[src/rtl/lane_packer.sv]
// ============================================================================
// lane_packer : extracts the single live byte lane of each steered word and
// packs four bytes per output word. Option macro: LANE_PACKER_PARITY_EN
// Revision    : 1.0
// ============================================================================
`default_nettype none

module lane_packer #(
  parameter int WIDTH     = 32,
  parameter int DROP_ZERO = 1,
  parameter int CNT_W     = 8
) (
  input  logic             clk,
  input  logic             rst,
  input  logic [WIDTH-1:0] in_data,
  input  logic             in_valid,
  output logic             in_ready,
  input  logic             flush,
  output logic [WIDTH-1:0] out_data,
  output logic [2:0]       out_bytes,
  output logic             out_valid,
  input  logic             out_ready,
  output logic             multi_err,
`ifdef LANE_PACKER_PARITY_EN
  output logic [3:0]       out_parity,
`endif
  output logic [CNT_W-1:0] err_cnt
);

  localparam logic c_keep_zero = (DROP_ZERO == 0);

  logic [1:0]       cnt_q, cnt_d;
  logic [23:0]      pack_q, pack_d;
  logic [31:0]      out_data_q, out_data_d;
  logic [2:0]       out_bytes_q, out_bytes_d;
  logic             out_valid_q, out_valid_d;
  logic             multi_err_q, multi_err_d;
  logic [CNT_W-1:0] err_cnt_q, err_cnt_d;
`ifdef LANE_PACKER_PARITY_EN
  logic [3:0]       out_parity_q, out_parity_d;
`endif

  logic [3:0]  lane_nz;
  logic [7:0]  lane_byte;
  logic        is_multi;
  logic        out_free;
  logic        accept;
  logic        has_byte;
  logic        emit;
  logic [31:0] merged;
  logic [2:0]  byte_total;

  always_comb begin
    lane_nz = 4'd0;
    for (int i = 0; i < 4; i++) lane_nz[i] = |in_data[8*i +: 8];
  end

  // Lowest non-zero lane wins when the steering mux misbehaves.
  always_comb begin
    lane_byte = 8'h00;
    if (lane_nz[0])      lane_byte = in_data[7:0];
    else if (lane_nz[1]) lane_byte = in_data[15:8];
    else if (lane_nz[2]) lane_byte = in_data[23:16];
    else if (lane_nz[3]) lane_byte = in_data[31:24];
  end

  assign is_multi = (lane_nz & (lane_nz - 4'd1)) != 4'd0;
  assign out_free = !out_valid_q || out_ready;
  assign in_ready = ((cnt_q != 2'd3) && !flush) || out_free;
  assign accept   = in_valid && in_ready;
  assign has_byte = accept && ((lane_nz != 4'd0) || c_keep_zero);

  always_comb begin
    merged = {8'h00, pack_q};
    if (has_byte) begin
      case (cnt_q)
        2'd0:    merged[7:0]   = lane_byte;
        2'd1:    merged[15:8]  = lane_byte;
        2'd2:    merged[23:16] = lane_byte;
        default: merged[31:24] = lane_byte;
      endcase
    end
  end

  assign byte_total = {1'b0, cnt_q} + {2'b00, has_byte};
  assign emit = (has_byte && (cnt_q == 2'd3)) ||
                (flush && out_free && ((cnt_q != 2'd0) || has_byte));

  always_comb begin
    cnt_d       = cnt_q;
    pack_d      = pack_q;
    out_data_d  = out_data_q;
    out_bytes_d = out_bytes_q;
    out_valid_d = out_valid_q;
    if (emit) begin
      cnt_d       = 2'd0;
      pack_d      = 24'd0;
      out_data_d  = merged;
      out_bytes_d = byte_total;
      out_valid_d = 1'b1;
    end else begin
      if (has_byte) begin
        cnt_d  = cnt_q + 2'd1;
        pack_d = merged[23:0];
      end
      if (out_ready) out_valid_d = 1'b0;
    end
  end

  always_comb begin
    multi_err_d = accept && is_multi;
    err_cnt_d   = err_cnt_q;
    if (multi_err_d && (err_cnt_q != {CNT_W{1'b1}})) err_cnt_d = err_cnt_q + 1'b1;
  end

`ifdef LANE_PACKER_PARITY_EN
  always_comb begin
    out_parity_d = out_parity_q;
    if (emit) begin
      for (int i = 0; i < 4; i++) out_parity_d[i] = ^merged[8*i +: 8];
    end
  end

  always_ff @(posedge clk or negedge rst) begin
    if (!rst) out_parity_q <= 4'd0;
    else      out_parity_q <= out_parity_d;
  end

  assign out_parity = out_parity_q;
`endif

  always_ff @(posedge clk or negedge rst) begin
    if (!rst) begin
      cnt_q       <= 2'd0;
      pack_q      <= 24'd0;
      out_data_q  <= 32'd0;
      out_bytes_q <= 3'd0;
      out_valid_q <= 1'b0;
      multi_err_q <= 1'b0;
      err_cnt_q   <= '0;
    end else begin
      cnt_q       <= cnt_d;
      pack_q      <= pack_d;
      out_data_q  <= out_data_d;
      out_bytes_q <= out_bytes_d;
      out_valid_q <= out_valid_d;
      multi_err_q <= multi_err_d;
      err_cnt_q   <= err_cnt_d;
    end
  end

  assign out_data  = out_data_q;
  assign out_bytes = out_bytes_q;
  assign out_valid = out_valid_q;
  assign multi_err = multi_err_q;
  assign err_cnt   = err_cnt_q;

endmodule

`default_nettype wire

[config.mk]
export PLATFORM = sky130hd
export DESIGN_NAME = lane_packer
export DESIGN_NICKNAME = d
export VERILOG_FILES = /design/src/rtl/lane_packer.sv
export SDC_FILE = /design/constraint.sdc
export NUM_CORES = 1
export LEC_CHECK = 0
export BUFFER_PORTS_ARGS = -buffer_cell sky130_fd_sc_hd__buf_2
export CAP_MARGIN = 10
export CORE_MARGIN = 2
export CORE_UTILIZATION = 53
export CTS_CLUSTER_SIZE = 25
export DETAILED_ROUTE_END_ITERATION = 10
export GPL_TIMING_DRIVEN = 1
export MAX_ROUTING_LAYER = met4
export PLACE_DENSITY = 0.9
export SETUP_SLACK_MARGIN = 0.1
export SYNTH_ARGS = -nofsm -noshare
export SYNTH_HDL_FRONTEND = slang
export SYNTH_SLANG_ARGS = --single-unit
[constraint.sdc]
create_clock -name clk -period 2.2 [get_ports clk]
set_input_delay 0.22 -clock clk [delete_from_list [all_inputs] [get_ports clk]]
set_output_delay 0.22 -clock clk [all_outputs]
set_load 0.02 [all_outputs]
==> results.md, run 1 <==
* Post-CTS setup buffer count at 0
* I/O Buffers at 82
* Filler Cells Inserted at 479
* Global-route wire length before repair at around 15000 um
* Critical Path Source: cnt_q[0]$_DFFE_PN0P_
* Syn nets at 405
* Final Skew at 0.007164 ns
* Delay-heaviest family, CP: compound AO/OA/AOI/OAI gates
* # diodes at 0
* Flops & latches, synth at 71
* Top Ports at 83
* Num Clock Sinks at 71
* Post-Layout Cell Count at 540
* Worst reg-to-reg setup slack at 0.19 ns
* Final Setup Violations at 0
* Reg clk slew, reported paths at 0.09 ns
* RSZ-0062 raised after global routing: no
* Critical Path End: out_data[10]$_DFFE_PN0P_
* Post-route cell area at between 4000 and 5000 sq um
* Total power at a little under 6000 uW
* Hold path startpoint: out_ready
* Compound-gate portion of the synthesized area at 22.91%
* Adder-cell share of the synthesized area at 3.203%
* Placement Cell Area at 4115 sq um
* Ranking of synthesized cells by area: dfrtp_1 (50%), nand2_1 (6.8%), a21oi_2 (5.9%)
* Net Sw Power at 2512 uW
* Congestion Overflow GR at 0
* Register share of total power at 36.5%
* Highest cell delay on the worst timing path at 0.56 ns
* Worst Path Required at 2.49 ns
* Reg area at approximately 1800 sq um
* Post-Synthesis Cells at 360
* Sequential area share after synthesis at about half
* DR iter-0 viols at 156
* CTS tree: done
* Largest family of logic cells by synthesized area: compound AO/OA/AOI/OAI gates
* CP Launch Type: flop
* Worst path arrival time at 2.30 ns
* Starting Density at 55.35%
* Max Cap Viol at 0
* CP Max Fanout at 27
* Post-synth EDFFs at 0
* Slew Limit Fails at 0
* Critical R2R Capture: out_data[10]$_DFFE_PN0P_
* Total negative slack at 0 ns
* Netlist cell types at 42
* Top-area cell type share of the netlist area at 49.98%
* Total Wirelength at 8881 um
* Share of cells above drive strength 1 at 35.21%
* CTS HTree Levels at 3
* Pin count of the biggest net entering global routing at 37
* Crit end category: flop
* Core area at around 6400 sq um
* Initial antenna violation count at 0
* Post-synth top flop: dfrtp_1
* Multi-input gate area at 1662 sq um
* CP max-delay cell: o21ai_4
* Vias in the first global route at 2999
* Failing checks: DRC
* Vias per cell at 5.728
* Worst IR drop on VDD at 0.0004706 V
* Internal at 3280 uW
* Worst Max-Slew Pin Slew at slightly below 0.7 ns
* Crit-path cells: ha_2, nor2_4, o21ai_2, a41o_4, o21ai_4, nor2_1, a21oi_2
* Slew Limit Headroom at 53.52%
* Antenna violation net count after detailed routing at 0
* Pwr Density at approximately 1300 nW/um^2
* Post-Synth XOR/XNOR Area at 1.725%
* DR DRC count at 5
* Kind of critical path: flop to flop
* Chip Width at 85.90 um
* Row count at 29
* Die area at 7378 sq um
* Power share of the combinational group at between 40% and 50%
* Gpl congestion at 0.8745
* YS warnings at 0
* HPWL Detailed at 6093 um
* Sw frac at roughly 43%
* GRT Resource Usage Total at 26.29%
* Final Cycle Share at 91.41%
* Worst path bufs/invs at 0
* Drt wl/cell at about 16 um
* Die Ht at 85.90 um
* Final hold vios at 0
* Root Buffer: clkbuf_8
* Most area-hungry cell type in the Yosys netlist: dfrtp_1
* CP Depth at 7
* Multiplexer share of the synthesized area at 0.4224%
* Later-pin clock latency in the skew report at 0.35 ns
* FFs w/ async S/R, synth at 100.0%
* Reg2reg path depth at 7
* Nets at around 500
* Post-synthesis simple-gate area fraction at between 15 and 20%
* Status: finished, violations left
* Leakage at 0.002036 uW
* Fin crit period at 2.011 ns
* Dpl cells at 523
* CTS Buffer Depth at 2
* Mapped Area at 3555 sq um
* CTS buffer count at 9
* Clk pwr share at 18.5%
* FMAX at 497.3 MHz
* DR pass1 iterations at 8
* RR Startpoint: cnt_q[0]$_DFFE_PN0P_
* Via count at 3093
* Area Growth Syn to Fin at 23.37%
* Average cell area after synthesis at about 10 sq um
* Hold Crit Class: input port to flop
cell usage after synthesis, types with 7 or more instances:
cell type,instances
o21ai_0,20
nand2_1,64
o21bai_1,8
a21oi_2,24
nor2_1,29
o2bb2ai_1,16
ha_1,8
a21oi_1,25
buf_4,7
dfrtp_1,71
inv_1,10
or4_1,8
a211oi_1,8
through the flow:
stage / setup WS, ns / util (%) / hold slack (ns)
global placement: -0.01762 / 64.08 / 0.1896
global route: 0.07773 / 68.28 / 0.3221
detailed placement: -0.1383 / 64.08 / 0.1967
CTS: 0.09218 / 67.54 / 0.2482
finish: 0.1890 / 68.28 / 0.2921
floorplan: 0.2154 / - / -0.07559
flip-flops by register name, summed over array words and instances, names as in the netlist:
name / count
err_cnt: 8
out_bytes: 3
multi_err: 1
out_valid: 1
out_data: 32
cnt_q: 2
pack_q: 24
cells in the final DEF (no fill, tap or decap), drive strengths merged:
master	Yosys	routed
o21ai	29	29
inv	11	13
or3b	1	1
clkinv	0	2
nand2b	2	2
and3	4	4
nor2	30	30
o21bai	8	8
bufinv	0	1
or2	2	2
nand3	6	6
o2bb2ai	16	16
dfrtp	71	71
a21oi	50	50
clkbuf	4	9
or4	8	8
o31ai	1	1
o21a	1	1
mux2	1	1
nor2b	1	1
ha	8	8
xnor2	6	6
a41o	1	1
nand3b	3	3
xor2	1	1
maj3	1	1
clkinvlp	0	2
dlygate4sd3	0	1
and2	5	5
nand2	66	66
a211oi	9	9
nor4	1	1
buf	13	103
cell type report:
cell class | count | share of cell area, %
multi-input cells | 261 | 37.89
clock buffers | 9 | 2.825
inverters | 11 | 0.9986
flip-flops and latches | 71 | 40.51
repair buffers | 104 | 13.75
well taps | 77 | 2.197
clock inverters | 7 | 1.826
worst min-delay path by stage:
stage | endpoint | slack, ns | depth (start not counted)
after floorplan | cnt_q[0]$_DFFE_PN0P_ | -0.08 | 0
after CTS | out_valid$_DFFE_PN0P_ | 0.25 | 3
after detailed placement | err_cnt[1]$_DFFE_PN0P_ | 0.20 | 1
final | out_valid$_DFFE_PN0P_ | 0.29 | 3
after global placement | err_cnt[1]$_DFFE_PN0P_ | 0.19 | 1
after global routing | out_valid$_DFFE_PN0P_ | 0.32 | 3
repair_timing:
item,in CTS,in global routing
pin swaps,0,3
hold buffers,1,0
endpoints found under the setup margin,27,46
resized for setup,2,10
endpoints found under the hold margin,20,0
per-layer routing:
layer / wire (um) / GRT usage, %
met1: 3848 / 35.37
met3: 593 / 3.946
met2: 4212 / 39.04
met5: 0 / -
met4: 227 / 12.84
cells by family (layout without fill, tap and decap cells):
kind of cell	Yosys count	in the layout
AO/OA/AOI/OAI	115	115
adder cells (fa/ha/maj)	9	9
multiplexers	1	1
flip-flops	71	71
XOR/XNOR	7	7
buffers and inverters	28	131
AND/OR/NAND/NOR	129	129
power by group through the flow:
stage	Clock, uW	Combinational, uW	Sequential (uW)
floorplan	0	1360	2510
global placement	0	2440	2110
detailed placement	0	2530	2130
CTS	1070	2560	2110
global route	1140	2860	2170
finish	1070	2610	2120
worst reg2reg max path: stages (launching register included):
cell,delay (ns)
dfrtp_1,0.40
ha_2,0.22
nor2_4,0.12
o21ai_2,0.08
a41o_4,0.29
o21ai_4,0.56
nor2_1,0.14
a21oi_2,0.15
(Power assumes the default switching activity.)
==> run 2: changes to the inputs <==
- ABC_AREA: not set -> 1
- PLACE_DENSITY: 0.9 -> 0.89
==> run 2 against run 1 <==
  * Area after synthesis up 4.0%
  * Highest routed layer unchanged
  * The flow now finishes without violations
  * Clock power up 6%
  * Design area up 1.6%
  * Critical path type unchanged
==> results.md, run 2 <==
* Status: complete, no violations
* Pwr Density at 1220 nW/um^2
* Most common cell after layout, fill and taps aside: nand2_1
* Gpl congestion at 0.9333
* YS warnings at 0
* Worst Path Required at 2.48 ns
* Num Clock Sinks at 71
* Initial antenna violation count at 0
* CTS tree: done
* Most common cell in the synthesized netlist: nand2_1
* Hold Crit Class: input port to flop
* Sequential area share after synthesis at a little under 50%
* Flops & latches, synth at 71
* Max Cap Viol at 0
* GRT Resource Usage Total at between 20% and 30%
* # diodes at 0
* DR pass1 iterations at 5
* Slew Limit Headroom at approximately two thirds
* CTS HTree Levels at 3
* Later-pin clock latency in the skew report at 0.35 ns
* Row count at 30
* Area Growth Syn to Fin at 20.54%
* Crit end category: flop
* Util after Layout at 65.96%
* RSZ-0062 raised after global routing: yes
* Post-synth top flop: dfrtp_1
* Top-area cell type share of the netlist area at 48.05%
* Final hold vios at 0
* Post-Synthesis Cells at 451
* Chip Width at just under 90 um
* Top Ports at between 80 and 90
* Starting Density at around 55%
* Fin crit period at 2.007 ns
* CTS Buffer Depth at 2
* Reg clk slew, reported paths at around 0.070 ns
* Nets at 584
* Antenna violation net count after detailed routing at 0
* Pin count of the biggest net entering global routing at 72
* Slew Limit Fails at 0
* Average cell area after synthesis at around 8.2 sq um
* Most frequent cells in the layout: nand2_1 (179), buf_2 (82), nand3_1 (74), dfrtp_1 (71)
* Vias per cell at 5.465
* CTS buffer count at 9
* HPWL Detailed at 6239 um
* DR DRC count at 0
* Max FFs per register at 32
* Worst path arrival time at 2.29 ns
* Netlist cell types at 26
* Mapped Area at approximately 3700 sq um
* FMAX at around 500 MHz
* Total power at 5439 uW
* Dpl cells at 606
* FFs w/ async S/R, synth at 100.0%
* Total Wirelength at 9242 um
* Final Setup Violations at 0
* Worst Max-Slew Pin Slew at 0.5072 ns
* Syn nets at ~500
* Congestion Overflow GR at 0
* Final Cycle Share at 91.21%
* Die Ht at 87.52 um
* DR iter-0 viols at 296
* Core area at 6756 sq um
* Kind of critical path: flop to flop
* Leakage at 0.002521 uW
* CP Launch Type: flop
* Die area at 7660 sq um
* CP Max Fanout at 25
* Post-synth EDFFs at 0
* Most instantiated cells after synthesis: nand2_1 (179), nand3_1 (74), dfrtp_1 (71)
* Final Skew at 0.01154 ns
* Via count at 3410
* Vias in the first global route at between 3000 and 4000
* Most area-hungry cell type in the Yosys netlist: dfrtp_1
* Drt wl/cell at 14.81 um
* Ranking of synthesized cells by area: dfrtp_1 (48%), nand2_1 (18%), nand3_1 (10%)
* Share of cells above drive strength 1 at 27.02%
* Root Buffer: clkbuf_8
* I/O Buffers at 82
* Global-route wire length before repair at between 10000 and 15000 um
* Post-Layout Cell Count at 624
* Worst IR drop on VDD at approximately 0.00078 V
* Total negative slack at 0 ns
## run 2: changes by cell type in the layout (fill, tap and decap cells not counted), sizes merged, moves of 3 or more
cell,delta
nand3b,-3
and3,-4
and2,-5
o2bb2ai,-16
buf,-12
nand2,+121
nand3,+69
a211oi,-9
or4,-8
inv,+4
a21oi,-18
o21ai,-23
o21bai,-7
## run 2: path summary, 6_finish.rpt
| check | depth (start not counted) | slack [ns] | to | startpoint |
|---|---|---|---|---|
| max in group asynchronous | 3 | 1.48 | out_data[31]$_DFFE_PN0P_ | rst |
| min in group asynchronous | 3 | 0.41 | out_data[16]$_DFFE_PN0P_ | rst |
| setup / recovery | 11 | 0.19 | out_bytes[2]$_DFFE_PN0P_ | cnt_q[0]$_DFFE_PN0P_ |
| hold reg to reg | 2 | 0.49 | out_data[31]$_DFFE_PN0P_ | out_data[31]$_DFFE_PN0P_ |
| setup reg to reg | 11 | 0.19 | out_bytes[2]$_DFFE_PN0P_ | cnt_q[0]$_DFFE_PN0P_ |
| hold / removal | 4 | 0.24 | out_valid$_DFFE_PN0P_ | out_ready |
## run 2: timing repair
item / in CTS / in global routing
buffers inserted: 0 / 0
gates cloned: 0 / 1
hold endpoints to repair: 71 / 0
endpoints found under the setup margin: 23 / 52
pin swaps: 0 / 1
hold buffers: 1 / 0
gates resized for setup: 1 / 1
## run 2: layout make-up
type / instances / area, sq um
clock buffers: 11 / 131.4
clock inverters: 5 / 82.58
fillers: 567 / 2300
inverters: 18 / 72.57
multi-input cells: 347 / 1755
flip-flops and latches: 71 / 1777
well taps: 80 / 100.1
repair buffers: 92 / 538.0
## run 2: cell families after synthesis
| group | after synthesis | share of synthesized area, % |
|---|---|---|
| simple gates | 292 | 34.65 |
| compound gates | 39 | 7.784 |
| flops | 71 | 48.05 |
| fa+ha+maj | 8 | 2.707 |
| buf+inv | 34 | 5.144 |
| xor+xnor | 7 | 1.658 |
## run 2: critical path, stage by stage, from the launching register on
cell	delay, ns
dfrtp_1	0.44
ha_2	0.26
o21bai_4	0.15
nand2_1	0.15
inv_2	0.15
nand2_4	0.07
nand2_4	0.11
nand2_8	0.13
nand2_4	0.13
buf_12	0.18
nand2_1	0.08
nand2_1	0.08
## run 2: stage by stage
stage               area, sq um  hold WS (ns)  worst slack, ns
floorplan                  3709      -0.07559           0.1407
global placement           4219        0.2688           0.2170
detailed placement         4219        0.2732          0.08246
CTS                        4443        0.2372           0.1073
global route               4457        0.3079          0.09898
finish                     4457        0.2369           0.1934
## run 2: layer usage
metal / track usage (%) / routed length (um)
met1: 33.92 / 3937
met2: 40.77 / 4695
met3: 3.697 / 425
met4: 8.951 / 183
met5: - / 0
## run 2: power by group
group	leakage [uW]	internal (uW)	switching, uW	total, uW
registers	0.000951	1770	265	2030
logic	0.00146	797	1480	2270
clock network	0.000107	641	493	1130
==> run 3: changes to the inputs <==
- CORE_UTILIZATION: 53 -> 54
- PLACE_DENSITY: 0.89 -> not set
- PLACE_DENSITY_LB_ADDON: not set -> 0.25
==> run 3 against run 2 <==
  * Global-route usage rose by 0.71 points
  * Register-to-register slack improved by 0.07 ns
  * Combinational power barely moved
  * Sequential share of layout area rose by 0.32 points
  * First-iteration DRC count fell by 58%
  * Worst setup slack improved by 0.072 ns
  * Core utilization fell by 0.15 points
  * Highest routed layer unchanged
  * Design area fell by 0.79%
==> results.md, run 3 (synthesis results as in run 2) <==
* Kind of critical path: flop to flop
* Row count at 30
* Top Ports at 83
* Most frequent cells in the layout: nand2_1 (179), buf_2 (82), nand3_1 (73), dfrtp_1 (71)
* Worst Max-Slew Pin Slew at 0.4740 ns
* Die area at 7525 sq um
* Initial antenna violation count at 0
* DR DRC count at 0
* Slew Limit Fails at 0
* Global-route wire length before repair at 14750 um
* CTS tree: done
* Worst reg-to-reg setup slack at between 0.2 and 0.3 ns
* Reg area at 1777 sq um
* Gpl congestion at 0.9336
* Total power at approximately 5200 uW
* Pin count of the biggest net entering global routing at 72
* Hold Crit Class: input port to flop
* CTS buffer count at 9
* Reg2reg path depth at 11
* Final Cycle Share at 87.95%
* Crit path top cell by count: nand2_1
* Worst path arrival time at 2.23 ns
* GRT Resource Usage Total at about a quarter
* Post-route cell area at between 4000 and 5000 sq um
* Worst path bufs/invs at 2
* Status: complete, no violations
* Total Wirelength at 8810 um
* Share of cells above drive strength 1 at 27.62%
* Later-pin clock latency in the skew report at 0.36 ns
* Worst Path Required at 2.50 ns
* Most common cell after layout, fill and taps aside: nand2_1
* Core area at 6719 sq um
* Placement Cell Area at 4207 sq um
* Total negative slack at 0 ns
* CTS Buffer Depth at 2
* Max Cap Viol at 0
* Drt wl/cell at approximately 14 um
* Leakage at 0.002487 uW
* I/O Buffers at 82
* Critical R2R Capture: out_data[3]$_DFFE_PN0P_
* CP Depth at 11
* DR pass1 iterations at 4
* CP max-delay cell: dfrtp_1
* Final Setup Violations at 0
* Die Ht at between 80 and 90 um
* DR iter-0 viols at 124
* CP Launch Type: flop
* Crit end category: flop
* Slew Limit Headroom at between 60% and 70%
* # diodes at 0
* CTS HTree Levels at 3
* Num Clock Sinks at 71
* Chip Width at 86.75 um
* Vias in the first global route at around 3100
* Reg clk slew, reported paths at 0.08 ns
* Critical Path End: out_data[3]$_DFFE_PN0P_
* Final hold vios at 0
* HPWL Detailed at 6063 um
* Antenna violation net count after detailed routing at 0
* Vias per cell at 5.265
* Fin crit period at 1.935 ns
* Filler Cells Inserted at approximately 580
* Nets at between 500 and 600
* Highest cell delay on the worst timing path at 0.44 ns
* Congestion Overflow GR at 0
* Pwr Density at 1180 nW/um^2
* Max FFs per register at 32
* Area Growth Syn to Fin at 19.59%
* Crit-path cells: ha_2, o21bai_4, nand2_1, inv_2, nand2_4, nand2_4, nand2_8, nand2_8, buf_12, nand2_1, nand2_1
* Multi-input gate area at 1760 sq um
* CP Max Fanout at 25
* Via count at ~3300
* RR Startpoint: cnt_q[1]$_DFFE_PN0P_
* Root Buffer: clkbuf_8
* Final Skew at 0.01198 ns
* FMAX at 516.8 MHz
* Critical Path Source: cnt_q[1]$_DFFE_PN0P_
* Delay-heaviest family, CP: simple AND/OR/NAND/NOR gates
* RSZ-0062 raised after global routing: no
* Starting Density at 55.03%
* Worst IR drop on VDD at 0.0007354 V
run 3: routing by layer:
metal	vias up	track usage, %	part of all wire, %
li1	1635	-	-
met2	90	40.07	48
met5	-	-	0
met3	19	4.571	5.2
met4	0	13.35	2.4
met1	1536	34.33	44
run 3: worst reg2reg max path, delay by kind of cell, from the launching register on:
family                     cells  cell delay (ns)
AOI/OAI and AO/OA              1             0.14
adders and majority gates      1             0.24
buffers and inverters          2             0.34
DFF                            1             0.44
and+or+nand+nor                7             0.70
run 3: how the worst min path moves through the flow:
stage	from	end	slack, ns	cells after the start
after floorplan	rst	cnt_q[0]$_DFFE_PN0P_	-0.08	0
after global placement	rst	out_data[30]$_DFFE_PN0P_	0.28	2
after detailed placement	rst	out_data[31]$_DFFE_PN0P_	0.27	2
after CTS	out_ready	out_valid$_DFFE_PN0P_	0.19	4
after global routing	out_ready	out_valid$_DFFE_PN0P_	0.24	4
final	out_ready	out_valid$_DFFE_PN0P_	0.20	4
run 3: layout make-up:
cell class	instances	area share (%)
flip-flops and latches	71	40.18
multi-input cells	346	39.81
repair buffers	92	11.97
clock buffers	10	3.113
well taps	80	2.264
inverters	18	1.641
clock inverters	6	1.019
run 3: power by group:
| part | total, uW | switching [uW] | leakage, uW | internal [uW] |
|---|---|---|---|---|
| logic | 2240 | 1440 | 0.00145 | 793 |
| clock network | 970 | 528 | 0.0000849 | 443 |
| registers | 2010 | 246 | 0.000951 | 1770 |
run 3: timing repair:
action,in CTS,in global routing
hold buffers,1,0
endpoints found under the setup margin,2,36
resized for setup,2,4
buffers inserted,0,0
hold endpoints to repair,71,0
run 3: per-stage QoR:
| step | worst slack [ns] | utilization [%] | hold slack [ns] | instances |
|---|---|---|---|---|
| after floorplan | 0.1407 | - | -0.07559 | 451 |
| after global placement | 0.1992 | 62.61 | 0.2760 | 606 |
| after detailed placement | 0.08748 | 62.61 | 0.2732 | 606 |
| after CTS | 0.1477 | 65.55 | 0.1907 | 623 |
| after global routing | 0.1374 | 65.81 | 0.2401 | 623 |
| final | 0.2652 | 65.81 | 0.1982 | 623 |
